## src/rtl/vdma_read_port_arbiter_if.sv

```systemverilog
// Per-channel read-request/return signals plus the shared AXI4 AR/R port of the VDMA read arbiter.
// The master modport is the arbiter's view; slave is the environment (channels + memory side).
interface vdma_read_port_arbiter_if #(
    parameter int unsigned NUM       = 4,
    parameter int unsigned IDSIZE    = 4,
    parameter int unsigned ASIZE     = 29,
    parameter int unsigned LSIZE     = 9,
    parameter int unsigned AXI_DSIZE = 256
);
    logic [NUM*ASIZE-1:0] s_araddr;
    logic [NUM*LSIZE-1:0] s_arlen;
    logic [NUM-1:0]       s_arvalid;
    logic [NUM-1:0]       s_arready;
    logic [NUM-1:0]       s_rvalid;
    logic [NUM-1:0]       s_rready;
    logic [NUM-1:0]       s_rlast;
    logic [AXI_DSIZE-1:0] s_rdata;
    logic [1:0]           s_rresp;

    logic [IDSIZE-1:0]    m_axi_arid;
    logic [ASIZE-1:0]     m_axi_araddr;
    logic [LSIZE-1:0]     m_axi_arlen;
    logic                 m_axi_arvalid;
    logic                 m_axi_arready;
    logic [IDSIZE-1:0]    m_axi_rid;
    logic [AXI_DSIZE-1:0] m_axi_rdata;
    logic [1:0]           m_axi_rresp;
    logic                 m_axi_rlast;
    logic                 m_axi_rvalid;
    logic                 m_axi_rready;

    modport master (
        input  s_araddr, s_arlen, s_arvalid, s_rready,
        input  m_axi_arready, m_axi_rid, m_axi_rdata, m_axi_rresp, m_axi_rlast, m_axi_rvalid,
        output s_arready, s_rvalid, s_rlast, s_rdata, s_rresp,
        output m_axi_arid, m_axi_araddr, m_axi_arlen, m_axi_arvalid, m_axi_rready
    );

    modport slave (
        output s_araddr, s_arlen, s_arvalid, s_rready,
        output m_axi_arready, m_axi_rid, m_axi_rdata, m_axi_rresp, m_axi_rlast, m_axi_rvalid,
        input  s_arready, s_rvalid, s_rlast, s_rdata, s_rresp,
        input  m_axi_arid, m_axi_araddr, m_axi_arlen, m_axi_arvalid, m_axi_rready
    );
endinterface

```

## src/rtl/vdma_read_port_arbiter.sv

```systemverilog
// Round-robin arbiter sharing one AXI4 read port among NUM VDMA read channels, with a
// per-channel outstanding-burst limit and RID-based return routing.
module vdma_read_port_arbiter #(
    parameter int unsigned NUM       = 4,
    parameter int unsigned IDSIZE    = 4,
    parameter int unsigned ASIZE     = 29,
    parameter int unsigned LSIZE     = 9,
    parameter int unsigned AXI_DSIZE = 256,
    parameter int unsigned MAX_OUT   = 4
) (
    input  logic                       axi_aclk,
    input  logic                       axi_rst,
    vdma_read_port_arbiter_if.master   bus,
    output logic [IDSIZE-1:0]          grant_idx,
    output logic                       id_error
);
    localparam int unsigned CW = $clog2(MAX_OUT + 1);

    typedef enum logic [0:0] {StIdle, StAddr} state_e;

    state_e            state_q, state_d;
    logic [IDSIZE-1:0] ptr_q, ptr_d;
    logic [IDSIZE-1:0] arid_q, arid_d;
    logic [ASIZE-1:0]  araddr_q, araddr_d;
    logic [LSIZE-1:0]  arlen_q, arlen_d;
    logic [IDSIZE-1:0] grant_q, grant_d;
    logic              id_error_q, id_error_d;
    logic [CW-1:0]     out_cnt_q [NUM];
    logic [CW-1:0]     out_cnt_d [NUM];

    logic [NUM-1:0]    eligible, win_hot, arid_hot, inc, dec;
    logic              found, sel_ok;
    logic [IDSIZE-1:0] winner;
    logic [ASIZE-1:0]  win_addr;
    logic [LSIZE-1:0]  win_len;

    always_comb begin
        for (int unsigned i = 0; i < NUM; i++) begin
            eligible[i] = bus.s_arvalid[i] && (32'(out_cnt_q[i]) < MAX_OUT);
            arid_hot[i] = (arid_q == IDSIZE'(i));
        end
    end

    always_comb begin
        found    = 1'b0;
        winner   = '0;
        win_hot  = '0;
        win_addr = '0;
        win_len  = '0;
        // Pass 0 scans channels above ptr, pass 1 wraps to 0..ptr.
        for (int unsigned pass = 0; pass < 2; pass++) begin
            for (int unsigned j = 0; j < NUM; j++) begin
                if (!found && eligible[j] && ((pass == 0) == (j > 32'(ptr_q)))) begin
                    found      = 1'b1;
                    winner     = IDSIZE'(j);
                    win_hot[j] = 1'b1;
                    win_addr   = bus.s_araddr[j*ASIZE +: ASIZE];
                    win_len    = bus.s_arlen[j*LSIZE +: LSIZE];
                end
            end
        end
    end

    always_comb begin
        state_d       = state_q;
        ptr_d         = ptr_q;
        arid_d        = arid_q;
        araddr_d      = araddr_q;
        arlen_d       = arlen_q;
        grant_d       = grant_q;
        inc           = '0;
        bus.s_arready = '0;
        unique case (state_q)
            StIdle: begin
                // Gate on reset so no accept pulse escapes while reset is held.
                if (found && !axi_rst) begin
                    bus.s_arready = win_hot;
                    arid_d        = winner;
                    araddr_d      = win_addr;
                    arlen_d       = win_len;
                    ptr_d         = winner;
                    grant_d       = winner;
                    state_d       = StAddr;
                end
            end
            StAddr: begin
                if (bus.m_axi_arready) begin
                    inc     = arid_hot;
                    state_d = StIdle;
                end
            end
            default: state_d = StIdle;
        endcase
    end

    always_comb begin
        bus.s_rvalid     = '0;
        bus.s_rlast      = '0;
        bus.m_axi_rready = 1'b1;  // unknown IDs are drained
        dec              = '0;
        sel_ok           = (32'(bus.m_axi_rid) < NUM);
        for (int unsigned i = 0; i < NUM; i++) begin
            if (bus.m_axi_rid == IDSIZE'(i)) begin
                bus.s_rvalid[i]  = bus.m_axi_rvalid;
                bus.s_rlast[i]   = bus.m_axi_rlast;
                bus.m_axi_rready = bus.s_rready[i];
                dec[i]           = bus.m_axi_rvalid && bus.s_rready[i] && bus.m_axi_rlast;
            end
        end
        id_error_d = id_error_q || (bus.m_axi_rvalid && !sel_ok);
    end

    always_comb begin
        for (int unsigned i = 0; i < NUM; i++) begin
            out_cnt_d[i] = out_cnt_q[i];
            if (inc[i] && !dec[i]) begin
                out_cnt_d[i] = out_cnt_q[i] + CW'(1);
            end else if (dec[i] && !inc[i] && (out_cnt_q[i] != '0)) begin
                out_cnt_d[i] = out_cnt_q[i] - CW'(1);
            end
        end
    end

    always_ff @(posedge axi_aclk or posedge axi_rst) begin
        if (axi_rst) begin
            state_q    <= StIdle;
            ptr_q      <= IDSIZE'(NUM - 1);
            arid_q     <= '0;
            araddr_q   <= '0;
            arlen_q    <= '0;
            grant_q    <= '0;
            id_error_q <= 1'b0;
            for (int unsigned i = 0; i < NUM; i++) begin
                out_cnt_q[i] <= '0;
            end
        end else begin
            state_q    <= state_d;
            ptr_q      <= ptr_d;
            arid_q     <= arid_d;
            araddr_q   <= araddr_d;
            arlen_q    <= arlen_d;
            grant_q    <= grant_d;
            id_error_q <= id_error_d;
            for (int unsigned i = 0; i < NUM; i++) begin
                out_cnt_q[i] <= out_cnt_d[i];
            end
        end
    end

    assign bus.m_axi_arvalid = (state_q == StAddr);
    assign bus.m_axi_arid    = arid_q;
    assign bus.m_axi_araddr  = araddr_q;
    assign bus.m_axi_arlen   = arlen_q;
    assign bus.s_rdata       = bus.m_axi_rdata;
    assign bus.s_rresp       = bus.m_axi_rresp;
    assign grant_idx         = grant_q;
    assign id_error          = id_error_q;
endmodule

```

## src/flat_wrapper.sv

```systemverilog
// flat-port wrapper written by rule: the top's interface ports become plain ports
module vdma_read_port_arbiter_flat 
#(
    parameter int unsigned NUM       = 4,
    parameter int unsigned IDSIZE    = 4,
    parameter int unsigned ASIZE     = 29,
    parameter int unsigned LSIZE     = 9,
    parameter int unsigned AXI_DSIZE = 256,
    parameter int unsigned MAX_OUT   = 4
)
  (axi_aclk, axi_rst, grant_idx, id_error, bus_s_araddr, bus_s_arlen, bus_s_arvalid, bus_s_rready, bus_m_axi_arready, bus_m_axi_rid, bus_m_axi_rdata, bus_m_axi_rresp, bus_m_axi_rlast, bus_m_axi_rvalid, bus_s_arready, bus_s_rvalid, bus_s_rlast, bus_s_rdata, bus_s_rresp, bus_m_axi_arid, bus_m_axi_araddr, bus_m_axi_arlen, bus_m_axi_arvalid, bus_m_axi_rready);
  vdma_read_port_arbiter_if #(.NUM(NUM), .IDSIZE(IDSIZE), .ASIZE(ASIZE), .LSIZE(LSIZE), .AXI_DSIZE(AXI_DSIZE)) bus_i ();
  input  logic axi_aclk;
  input  logic axi_rst;
  output logic [IDSIZE-1:0] grant_idx;
  output logic id_error;
  input wire logic [$bits(bus_i.s_araddr)-1:0] bus_s_araddr;
  input wire logic [$bits(bus_i.s_arlen)-1:0] bus_s_arlen;
  input wire logic [$bits(bus_i.s_arvalid)-1:0] bus_s_arvalid;
  input wire logic [$bits(bus_i.s_rready)-1:0] bus_s_rready;
  input wire logic [$bits(bus_i.m_axi_arready)-1:0] bus_m_axi_arready;
  input wire logic [$bits(bus_i.m_axi_rid)-1:0] bus_m_axi_rid;
  input wire logic [$bits(bus_i.m_axi_rdata)-1:0] bus_m_axi_rdata;
  input wire logic [$bits(bus_i.m_axi_rresp)-1:0] bus_m_axi_rresp;
  input wire logic [$bits(bus_i.m_axi_rlast)-1:0] bus_m_axi_rlast;
  input wire logic [$bits(bus_i.m_axi_rvalid)-1:0] bus_m_axi_rvalid;
  output wire logic [$bits(bus_i.s_arready)-1:0] bus_s_arready;
  output wire logic [$bits(bus_i.s_rvalid)-1:0] bus_s_rvalid;
  output wire logic [$bits(bus_i.s_rlast)-1:0] bus_s_rlast;
  output wire logic [$bits(bus_i.s_rdata)-1:0] bus_s_rdata;
  output wire logic [$bits(bus_i.s_rresp)-1:0] bus_s_rresp;
  output wire logic [$bits(bus_i.m_axi_arid)-1:0] bus_m_axi_arid;
  output wire logic [$bits(bus_i.m_axi_araddr)-1:0] bus_m_axi_araddr;
  output wire logic [$bits(bus_i.m_axi_arlen)-1:0] bus_m_axi_arlen;
  output wire logic [$bits(bus_i.m_axi_arvalid)-1:0] bus_m_axi_arvalid;
  output wire logic [$bits(bus_i.m_axi_rready)-1:0] bus_m_axi_rready;
  assign bus_i.s_araddr = bus_s_araddr;
  assign bus_i.s_arlen = bus_s_arlen;
  assign bus_i.s_arvalid = bus_s_arvalid;
  assign bus_i.s_rready = bus_s_rready;
  assign bus_i.m_axi_arready = bus_m_axi_arready;
  assign bus_i.m_axi_rid = bus_m_axi_rid;
  assign bus_i.m_axi_rdata = bus_m_axi_rdata;
  assign bus_i.m_axi_rresp = bus_m_axi_rresp;
  assign bus_i.m_axi_rlast = bus_m_axi_rlast;
  assign bus_i.m_axi_rvalid = bus_m_axi_rvalid;
  assign bus_s_arready = bus_i.s_arready;
  assign bus_s_rvalid = bus_i.s_rvalid;
  assign bus_s_rlast = bus_i.s_rlast;
  assign bus_s_rdata = bus_i.s_rdata;
  assign bus_s_rresp = bus_i.s_rresp;
  assign bus_m_axi_arid = bus_i.m_axi_arid;
  assign bus_m_axi_araddr = bus_i.m_axi_araddr;
  assign bus_m_axi_arlen = bus_i.m_axi_arlen;
  assign bus_m_axi_arvalid = bus_i.m_axi_arvalid;
  assign bus_m_axi_rready = bus_i.m_axi_rready;
  vdma_read_port_arbiter #(.NUM(NUM), .IDSIZE(IDSIZE), .ASIZE(ASIZE), .LSIZE(LSIZE), .AXI_DSIZE(AXI_DSIZE), .MAX_OUT(MAX_OUT)) u_core (.axi_aclk(axi_aclk), .axi_rst(axi_rst), .bus(bus_i), .grant_idx(grant_idx), .id_error(id_error));
endmodule
```

## config.mk

```make
export PLATFORM = sky130hd
export DESIGN_NAME = vdma_read_port_arbiter_flat
export DESIGN_NICKNAME = d
export VERILOG_FILES = /design/src/rtl/vdma_read_port_arbiter_if.sv /design/src/rtl/vdma_read_port_arbiter.sv /design/src/flat_wrapper.sv
export SDC_FILE = /design/constraint.sdc
export NUM_CORES = 1
export LEC_CHECK = 0
export CAP_MARGIN = 20
export CORE_AREA = 3 3 287 289
export CTS_CLUSTER_DIAMETER = 150
export DETAILED_ROUTE_END_ITERATION = 8
export DIE_AREA = 0 0 290 292
export PLACE_DENSITY = 0.37
export RECOVER_POWER = 25
export SYNTH_ARGS = -nofsm -noshare
export SYNTH_HDL_FRONTEND = slang
export SYNTH_SLANG_ARGS = --single-unit
```

## constraint.sdc

```tcl
create_clock -name axi_aclk -period 4.79 [get_ports axi_aclk]
set_input_delay 0.958 -clock axi_aclk [delete_from_list [all_inputs] [get_ports axi_aclk]]
set_output_delay 0.958 -clock axi_aclk [all_outputs]
set_load 0.05 [all_outputs]
```

# Word-level counts from Yosys, hierarchy flattened
# Index checks and enable logic that the tools add are counted.
[word_totals] elab_cells=167 regBits=60 in_bits=427 output_inout_bits=319
[op_classes] reduce_logical=66 add_sub_neg=8 order_cmp=8 mux=65 n_bitwise=4 n_eq_ne=6
[ops] op="two-way mux 29 bit" n=7
[ops] op="two-way mux 9 bit" n=7
[ops] op="logical AND 1 bit" n=38
[ops] op="two-way mux 1 bit" n=32
[ops] op="two-way mux 3 bit" n=8
[ops] op="== test 4 x 2 -> 1 bit, second input constant" n=4
[ops] op="logical NOT 1 bit" n=16
[ops] op="two-way mux 4 bit" n=4
[ops] op="adder 3 x 1 -> 3 bit, second input constant" n=4
[ops] op="< comparator 3 bit, second input constant" n=4
[ops] op="two-way mux 2 bit" n=6
[ops] op="nonzero test 3 bit" n=4
[ops] op="subtractor 3 x 1 -> 3 bit, second input constant" n=4
[ops] op="== test 4 x 1 -> 1 bit, second input constant" n=2
[ops] op="> comparator 2 x 4 -> 1 bit, first input constant" n=2
[ops] op="logical NOT 4 bit" n=2
[ops] op="nonzero test 2 bit" n=4
[ops] op="> comparator 1 x 4 -> 1 bit, first input constant" n=1
[ops] op="< comparator 4 x 3 -> 1 bit, second input constant" n=1
[ops] op="NOT 1 bit" n=4
[ops] op="one-hot mux 1 bit (2 select lines)" n=1
[ops] op="AND reduction 2 bit" n=1
[ops] op="logical OR 1 bit" n=1

# Longest topological paths before layout
# Gate-level depths: netlist (run 1).
[logic_depth] word_depth=30 depth_mapped=8 depth_no_buf=7

# Least setup slack after synthesis (run 1)
# No wires, ideal clock.
[synth_path] path_type="input -> output" start="input bus_s_arvalid[1]" end="output bus_s_arready[0]" path_buffers=2 path_stages=5 t_arrival_ns=2.721 slack_ns=1.111 required_time_ns=3.832 path_cell_list="nor2b_1 buf_2 o41ai_4 clkbuf_1 nor3_1"
[synth_via] elab_chain_len=29 word_cells_on_any_way=30 classes_between="mux: 10; reduce/logical: 20"
[synth_lines] item="start: declaration" line="flat_wrapper.sv:19" text="input wire logic [$bits(bus_i.s_arvalid)-1:0] bus_s_arvalid;"
[synth_lines] item="logical AND 1 bit (*)" line="vdma_read_port_arbiter.sv:39" text="eligible[i] = bus.s_arvalid[i] && (32'(out_cnt_q[i]) < MAX_OUT);"
[synth_lines] item="logical AND 1 bit" line="vdma_read_port_arbiter.sv:53" text="if (!found && eligible[j] && ((pass == 0) == (j > 32'(ptr_q)))) begin"
[synth_lines] item="two-way mux 1 bit" line="vdma_read_port_arbiter.sv:53"
[synth_lines] item="logical NOT 1 bit" line="vdma_read_port_arbiter.sv:53"
[synth_lines] item="logical AND 1 bit (2 in series)" line="vdma_read_port_arbiter.sv:53"
[synth_lines] item="two-way mux 1 bit" line="vdma_read_port_arbiter.sv:53"
[synth_lines] item="logical NOT 1 bit" line="vdma_read_port_arbiter.sv:53"
[synth_lines] item="logical AND 1 bit (2 in series)" line="vdma_read_port_arbiter.sv:53"
[synth_lines] item="[9 not listed]"
[synth_lines] item="logical AND 1 bit (2 in series)" line="vdma_read_port_arbiter.sv:53"
[synth_lines] item="two-way mux 1 bit" line="vdma_read_port_arbiter.sv:53"
[synth_lines] item="logical NOT 1 bit" line="vdma_read_port_arbiter.sv:53"
[synth_lines] item="logical AND 1 bit (2 in series)" line="vdma_read_port_arbiter.sv:53"
[synth_lines] item="two-way mux 1 bit" line="vdma_read_port_arbiter.sv:53"
[synth_lines] item="logical AND 1 bit" line="vdma_read_port_arbiter.sv:76" text="if (found && !axi_rst) begin"
[synth_lines] item="two-way mux 4 bit (*)" line="vdma_read_port_arbiter.sv:76"
[synth_lines] item="two-way mux 4 bit (*)" line="vdma_read_port_arbiter.sv:73" text="unique case (state_q)"
[synth_lines] item="end: declaration" line="flat_wrapper.sv:27" text="output wire logic [$bits(bus_i.s_arready)-1:0] bus_s_arready;"
# Every way passes the cells marked *; elsewhere a longest branch is shown, timed or not.

# Final worst setup path (run 1)
[layout_path] start="input bus_m_axi_rid[0]" end="output bus_m_axi_rready"
[layout_via] elab_chain_len=5 word_cells_on_any_way=8 classes_between="eq/ne: 3; mux: 4; reduce/logical: 1"
[layout_lines] item="start: declaration" line="flat_wrapper.sv:22" text="input wire logic [$bits(bus_i.m_axi_rid)-1:0] bus_m_axi_rid;"
[layout_lines] item="logical NOT 4 bit" line="vdma_read_port_arbiter.sv:103" text="if (bus.m_axi_rid == IDSIZE'(i)) begin"
[layout_lines] item="two-way mux 1 bit (3 in series)" line="vdma_read_port_arbiter.sv:103"
[layout_lines] item="two-way mux 1 bit (*)" line="vdma_read_port_arbiter.sv:103"
[layout_lines] item="end: declaration" line="flat_wrapper.sv:36" text="output wire logic [$bits(bus_i.m_axi_rready)-1:0] bus_m_axi_rready;"
# Marks and branches as above.

==> flow_summary_export.csv, run 1 <==
group,metric,value,unit
worst_setup_path,crit_top_cell,"clkdlybuf4s50_1",
synth,ys_seq_elements,56,
run_status,status,"complete, but fails checks",
floorplan,core,0.0802,mm^2
sta,fin_tns_setup,0,ns
power_and_ir_drop,power,4.52,mW
global_route,grt_usage,0.0924,
worst_setup_path,worst_setup_path_start_kind,"primary input",
finish,final_common_cell,"clkdlybuf4s50_1",
sta,whs,0.482,ns
floorplan,die_area,0.0847,mm^2
clock_tree,cts_tree,"built",
worst_setup_path,path_class,"primary input to output port",
drt,drt_iter0_markers,345,
finish,most-common-layout-cells,"219 x clkdlybuf4s50_1, 60 x nor2_1, 54 x dfrtp_1",
sta,maxSlewHeadroom,-0.665,
clock_tree,clockRootBuffer,"clkbuf_16",
global_route,grt_overflow,0,
place,placed_cell_area,0.00818,mm^2
clock_tree,cts_buffers,5,
synth,ys.flop_type,"dfrtp_1",
sta,setup_viol,0,
clock_tree,path_clk_slew,0.10,ns
worst_setup_path,path_delay_family,"buffers and inverters",
worst_setup_path,cp.required,3.83,ns
power_and_ir_drop,ir_worst_vdd,0.205,mV
synth,synth_edf_count,0,
worst_setup_path,reg2reg_slack,1.76,ns
finish,finalNetCount,1188,
floorplan,start_util,0.0813,
finish,regArea,0.00140,mm^2
global_route,grt_pass1_vias,6674,
place,dp_hpwl,31600,um
worst_setup_path,r2r-end,"u_core.bus.m_axi_araddr[28]$_DFFE_PP0P_",
clock_tree,post_cts.repair.setup_buffers,0,
synth,yosys.area.top_type,"buf_4",
clock_tree,clk_latency,0.35,ns
power_and_ir_drop,internal-power,2.00,mW
finish,multiInputGateArea,0.00293,mm^2
global_route,grt_pass1_wl,54900,um
worst_setup_path,crit_path_end_kind,"output port",
drt,first_pass_iters,6,
power_and_ir_drop,power.leakage,2.63,nW
worst_setup_path,reg2reg_from,"u_core.ptr_q[1]$_DFFE_PP1P_",
synth,synth_top_area_share,0.304,
synth,syn_area_per_cell,8.04,um^2
hold_path,holdPathEnd,"u_core.id_error$_DFF_PP0_",
power_and_ir_drop,combPwrFrac,0.680,
finish,final_layout_size_suffix_gt1_frac,0.100,
place,dp_worst_setup_slack,0.741,ns
sta,finalHoldViolations,0,
synth,ys_seq_area_frac,0.216,
floorplan,io_pins,746,
worst_setup_path,cp_max_fo,5,
run_status,violations,"max-capacitance violations, max-slew violations",
synth,ys_types,64,
clock_tree,htree_levels,2,
hold_path,hp-class,"flop to flop",
worst_setup_path,reg2regPathDepth,6,
clock_tree,clk_path_buf_depth,2,
floorplan,placementRows,104,
drt,wirelength,40700,um
global_route,antenna_found_initial,14,
sta,tightest_slew,2.50,ns
drt,vias_per_cell,3.45,
worst_setup_path,worstPathCellList,"clkdlybuf4s50_1 > mux4_2 > or3_1 > clkdlybuf4s50_1",
synth,ys_async_sr_fraction,1.00,
hold_path,hp-start,"u_core.id_error$_DFF_PP0_",
hold_path,hold_depth,1,
sta,fin_crit_sh,0.848,
finish,final_area,0.00834,mm^2
worst_setup_path,slowest_delay,0.71,ns
synth,netlist_area,0.00651,mm^2
worst_setup_path,arrival,3.10,ns
clock_tree,post_cts_resized,0,
synth,synthTopCellsByArea,"buf_4 30%, dfrtp_1 21%, a221oi_1 5.2%",
sta,drv_slew,33,
drt,drc,0,
clock_tree,cts.sinks,56,
synth,synth_cells,810,
power_and_ir_drop,p_sw,2.52,mW
sta,fmax,0.246,GHz
power_and_ir_drop,p_per_area,542,mW/mm^2
power_and_ir_drop,seqPwrFrac,0.214,
floorplan,dieWidth,290,um
drt,ant_nets,0,
drt,wl_per_cell,22.4,um
finish,syn_to_final_growth,28.0,%
worst_setup_path,worst-path-buf-inv,2,
power_and_ir_drop,clockPowerShare,0.107,
sta,min_period,4.06,ns
power_and_ir_drop,switching_share,0.558,
sta,finalWorstSetupSlack,0.730,ns
worst_setup_path,slowest_stage,"clkdlybuf4s50_1",
drt,via_count,6275,
floorplan,die_h,292,um
place,gp_congestion,0.779,
synth,ys_warn_count,0,
clock_tree,hold_buffers,0,
finish,nFillCells,9317,
sta,finClkSkew,0.0187,ns
sta,rsz0062_at_grt,"no",
place,port-buffer-count,225,
global_route,grt_max_degree,42,
flow_run,max_cap_viol_count,1,
[synth_stat cells (2+ instances only)]
master    instances
nand2_1          33
o211ai_1          9
nor2_1           61
buf_2            15
nor3_1            7
a31oi_1          19
a221o_1          17
nand3b_1          3
nand4_1           3
o22ai_1          36
buf_4           264
mux2_2            2
nor2b_1           3
a221oi_1         39
a21oi_1          33
o31a_1            4
nor4b_2           2
xnor2_1           3
and2_1           11
a221oi_2         10
o221ai_1         16
inv_1             6
nand2b_1          6
dfrtp_1          54
nand3_1          28
o21ai_1          24
o21ai_0          19
fa_1              4
dfstp_2           2
clkbuf_1         36
or2_1             3
o21a_1            5
mux2_1            2
[registers in the layout, indices dropped and copies added (netlist names)]
register                  count
u_core.bus.m_axi_araddr      29
u_core.out_cnt_q             12
u_core.bus.m_axi_arlen        9
u_core.bus.m_axi_arid         2
u_core.ptr_q                  2
u_core.bus.m_axi_arvalid      1
u_core.id_error               1
[routing by layer]
metal  part of all wire  track usage  wire (um)
met5             0.0043      0.00998        174
met4              0.051       0.0497       2090
met3               0.11       0.0424       4300
met2               0.45        0.145      18400
met1               0.39        0.104      15800
[metrics by stage]
stage | utilization | instances
after floorplan | - | 813
after global placement | 0.102 | 1809
after detailed placement | 0.102 | 1809
after CTS | 0.104 | 1817
after global routing | 0.104 | 1819
final | 0.104 | 1820
[cell type report]
class	count	share of cell area
Tap cell	1060	0.159
Sequential cell	56	0.168
Multi-Input combinational cell	434	0.351
Clock buffer	5	0.0150
Clock inverter	3	0.00270
Inverter	6	0.00285
Timing Repair Buffer	254	0.300
Antenna cell	2	0.000600
[worst reg2reg max path, cell delays in order (launching register included)]
cell	delay (ns)
dfstp_2	0.69
and2_1	0.70
o211ai_2	0.15
buf_4	0.26
or2_1	0.63
o221ai_1	0.35
o22ai_1	0.13
[power by group through the flow]
stage,sequential [mW],clock [mW],combinational (mW)
3_5_place_dp,0.985,0,3.11
6_report,0.966,0.482,3.07
3_3_place_gp,0.982,0,3.10
5_1_grt,1.02,0.538,3.30
2_1_floorplan,1.49,0,1.85
4_1_cts,0.980,0.536,3.13
[cell families after synthesis]
family,after synthesis,share of synthesized area
buf+inv,323,0.342
compound gates,241,0.276
simple gates,176,0.137
flops,56,0.216
mux,5,0.0104
fa+ha+maj,4,0.0123
xor+xnor,4,0.00538
other cells,1,0.000576
[worst max-delay path by stage]
stage,from,endpoint,slack [ns],cells after the start
floorplan,bus_s_arvalid[1],bus_s_arready[0],1.11,5
global placement,bus_m_axi_rid[0],bus_m_axi_rready,0.74,4
detailed placement,bus_s_arvalid[1],bus_s_arready[1],0.74,8
CTS,bus_s_arvalid[1],bus_s_arready[1],0.73,8
global route,axi_rst,u_core.bus.m_axi_araddr[12]$_DFFE_PP0P_,0.43,3
finish,bus_m_axi_rid[0],bus_m_axi_rready,0.73,4
No activity file was read; power rests on OpenSTA's default activity.
==> run 2, diff against run 1 <==
--- a/config.mk
+++ b/config.mk
@@ -6,11 +6,11 @@
 export NUM_CORES = 1
 export LEC_CHECK = 0
 export CAP_MARGIN = 20
-export CORE_AREA = 3 3 287 289
+export CORE_AREA = 3 3 288 290
 export CTS_CLUSTER_DIAMETER = 150
 export DETAILED_ROUTE_END_ITERATION = 8
-export DIE_AREA = 0 0 290 292
-export PLACE_DENSITY = 0.37
+export DIE_AREA = 0 0 291 293
+export PLACE_DENSITY = 0.38
 export RECOVER_POWER = 25
 export SYNTH_ARGS = -nofsm -noshare
 export SYNTH_HDL_FRONTEND = slang
==> constraint.sdc (replaced) <==
create_clock -name axi_aclk -period 3.4 [get_ports axi_aclk]
set_input_delay 0.68 -clock axi_aclk [delete_from_list [all_inputs] [get_ports axi_aclk]]
set_output_delay 0.68 -clock axi_aclk [all_outputs]
set_load 0.05 [all_outputs]
==> flow_summary_export.csv, run 2 (synthesis gave the netlist of run 1 again) <==
group,metric,value,unit
run_status,status,"finished, final reports clean",
drt,wl_per_cell,21.9,um
floorplan,start_util,0.0809,
clock_tree,cts_tree,"built",
place,gp_congestion,0.809,
worst_setup_path,reg2reg_from,"u_core.out_cnt_q[2]$_DFFE_PP0P_",
floorplan,io_pins,746,
clock_tree,hold_buffers,0,
sta,setup_viol,0,
worst_setup_path,crit_path_end_kind,"output port",
finish,syn_to_final_growth,31.6,%
global_route,antenna_found_initial,14,
global_route,grt_usage,0.0911,
sta,fmax,0.301,GHz
sta,finalHoldViolations,0,
clock_tree,post_cts_resized,0,
global_route,grt_pass1_wl,54300,um
finish,largest_register_ffs,29,
sta,whs,0.488,ns
drt,first_pass_iters,5,
hold_path,holdPathEnd,"u_core.id_error$_DFF_PP0_",
finish,final_common_cell,"clkdlybuf4s50_1",
worst_setup_path,reg2reg_slack,0.74,ns
drt,drt_iter0_markers,412,
place,port-buffer-count,225,
hold_path,hp-start,"u_core.id_error$_DFF_PP0_",
drt,drc,0,
sta,fin_tns_setup,0,ns
sta,finClkSkew,0.0346,ns
clock_tree,clockRootBuffer,"clkbuf_16",
hold_path,hp-class,"flop to flop",
clock_tree,htree_levels,2,
global_route,grt_max_degree,45,
worst_setup_path,slowest_delay,0.69,ns
worst_setup_path,worstPathCellList,"clkdlybuf4s50_1 > nor2b_2 > o41ai_4 > nor3_1 > buf_4 > buf_12",
sta,fin_crit_sh,0.976,
drt,wirelength,40100,um
drt,via_count,6285,
flow_run,max_cap_viol_count,0,
floorplan,placementRows,104,
drt,vias_per_cell,3.43,
worst_setup_path,path_class,"primary input to output port",
global_route,grt_overflow,0,
clock_tree,clk_path_buf_depth,2,
sta,drv_slew,0,
sta,rsz0062_at_grt,"no",
clock_tree,clk_latency,0.37,ns
sta,min_period,3.32,ns
sta,tightest_slew,1.31,ns
clock_tree,path_clk_slew,0.09,ns
worst_setup_path,cp.required,2.72,ns
clock_tree,cts.sinks,56,
hold_path,hold_depth,1,
worst_setup_path,arrival,2.64,ns
finish,most-common-layout-cells,"210 x clkdlybuf4s50_1, 60 x nor2_1, 54 x dfrtp_1",
floorplan,dieWidth,291,um
worst_setup_path,reg2regPathDepth,6,
worst_setup_path,slowest_stage,"o41ai_4",
global_route,grt_pass1_vias,6476,
clock_tree,cts_buffers,5,
power_and_ir_drop,p_per_area,751,mW/mm^2
worst_setup_path,worst_setup_path_start_kind,"primary input",
finish,final_layout_size_suffix_gt1_frac,0.131,
floorplan,die_h,293,um
floorplan,die_area,0.0853,mm^2
finish,finalNetCount,1202,
power_and_ir_drop,ir_worst_vdd,0.289,mV
floorplan,core,0.0805,mm^2
power_and_ir_drop,power.leakage,2.75,nW
place,dp_hpwl,32300,um
worst_setup_path,cp_max_fo,7,
worst_setup_path,r2r-end,"u_core.bus.m_axi_araddr[2]$_DFFE_PP0P_",
drt,ant_nets,0,
sta,maxSlewHeadroom,0.120,
run 2: cell types whose count changed in the layout (fill, tap and decap cells not counted), sizes merged:
| cell | before | now |
|---|---|---|
| buf | 31 | 56 |
| clkdlybuf4s50 | 219 | 210 |
| clkbuf | 7 | 5 |
| clkinv | 2 | 1 |
| diode | 2 | 3 |
| inv | 6 | 7 |
run 2: layout make-up:
class	count	area, um^2
diodes	3	7.51
multi-input cells	434	2930
flip-flops and latches	56	1400
clock buffers	5	125
fillers	9240	72000
repair buffers	268	2730
inverters	6	23.8
well taps	1060	1330
clock inverters	3	26.3
run 2: critical path, delay by kind of cell:
family                 cells  cell delay, ns
buffers and inverters      3            0.83
AOI/OAI and AO/OA          1            0.69
and+or+nand+nor            2            0.44
run 2: metrics by stage:
stage	instance area (um^2)	utilization	setup slack [ns]	power (mW)	instances
after detailed placement	8410	0.104	0.0479	5.86	1824
after CTS	8560	0.106	0.0388	6.62	1832
after global routing	8560	0.106	0.0269	6.91	1832
after floorplan	6530	-	0.277	4.71	813
final	8570	0.106	0.0823	6.43	1835
after global placement	8410	0.104	0.101	5.84	1824
run 2: worst max-delay path by stage:
stage | startpoint | endpoint | slack [ns]
4_1_cts | bus_s_arvalid[1] | bus_s_arready[0] | 0.04
2_1_floorplan | bus_s_arvalid[1] | bus_s_arready[0] | 0.28
3_3_place_gp | bus_s_arvalid[1] | bus_s_arready[0] | 0.10
5_1_grt | bus_s_arvalid[2] | bus_s_arready[0] | 0.03
3_5_place_dp | bus_s_arvalid[1] | bus_s_arready[0] | 0.05
6_report | bus_s_arvalid[2] | bus_s_arready[0] | 0.08
run 2: routing by layer:
layer / vias to the layer above / share of wire / GRT usage
met3: 150 / 0.12 / 0.0425
met2: 518 / 0.45 / 0.142
met1: 2988 / 0.39 / 0.106
met4: 18 / 0.043 / 0.0435
li1: 2611 / - / -
met5: - / 0.0028 / 0
run 2: what timing repair did:
item | CTS | global route
setup endpoints to repair | 0 | 1
setup buffers | 0 | 0
hold endpoints to repair | 0 | 0
run 2: power breakdown:
group	switching, mW	internal (mW)
Sequential	0.385	1.00
Combinational	2.78	1.59
Clock	0.391	0.286
Total	3.55	2.88
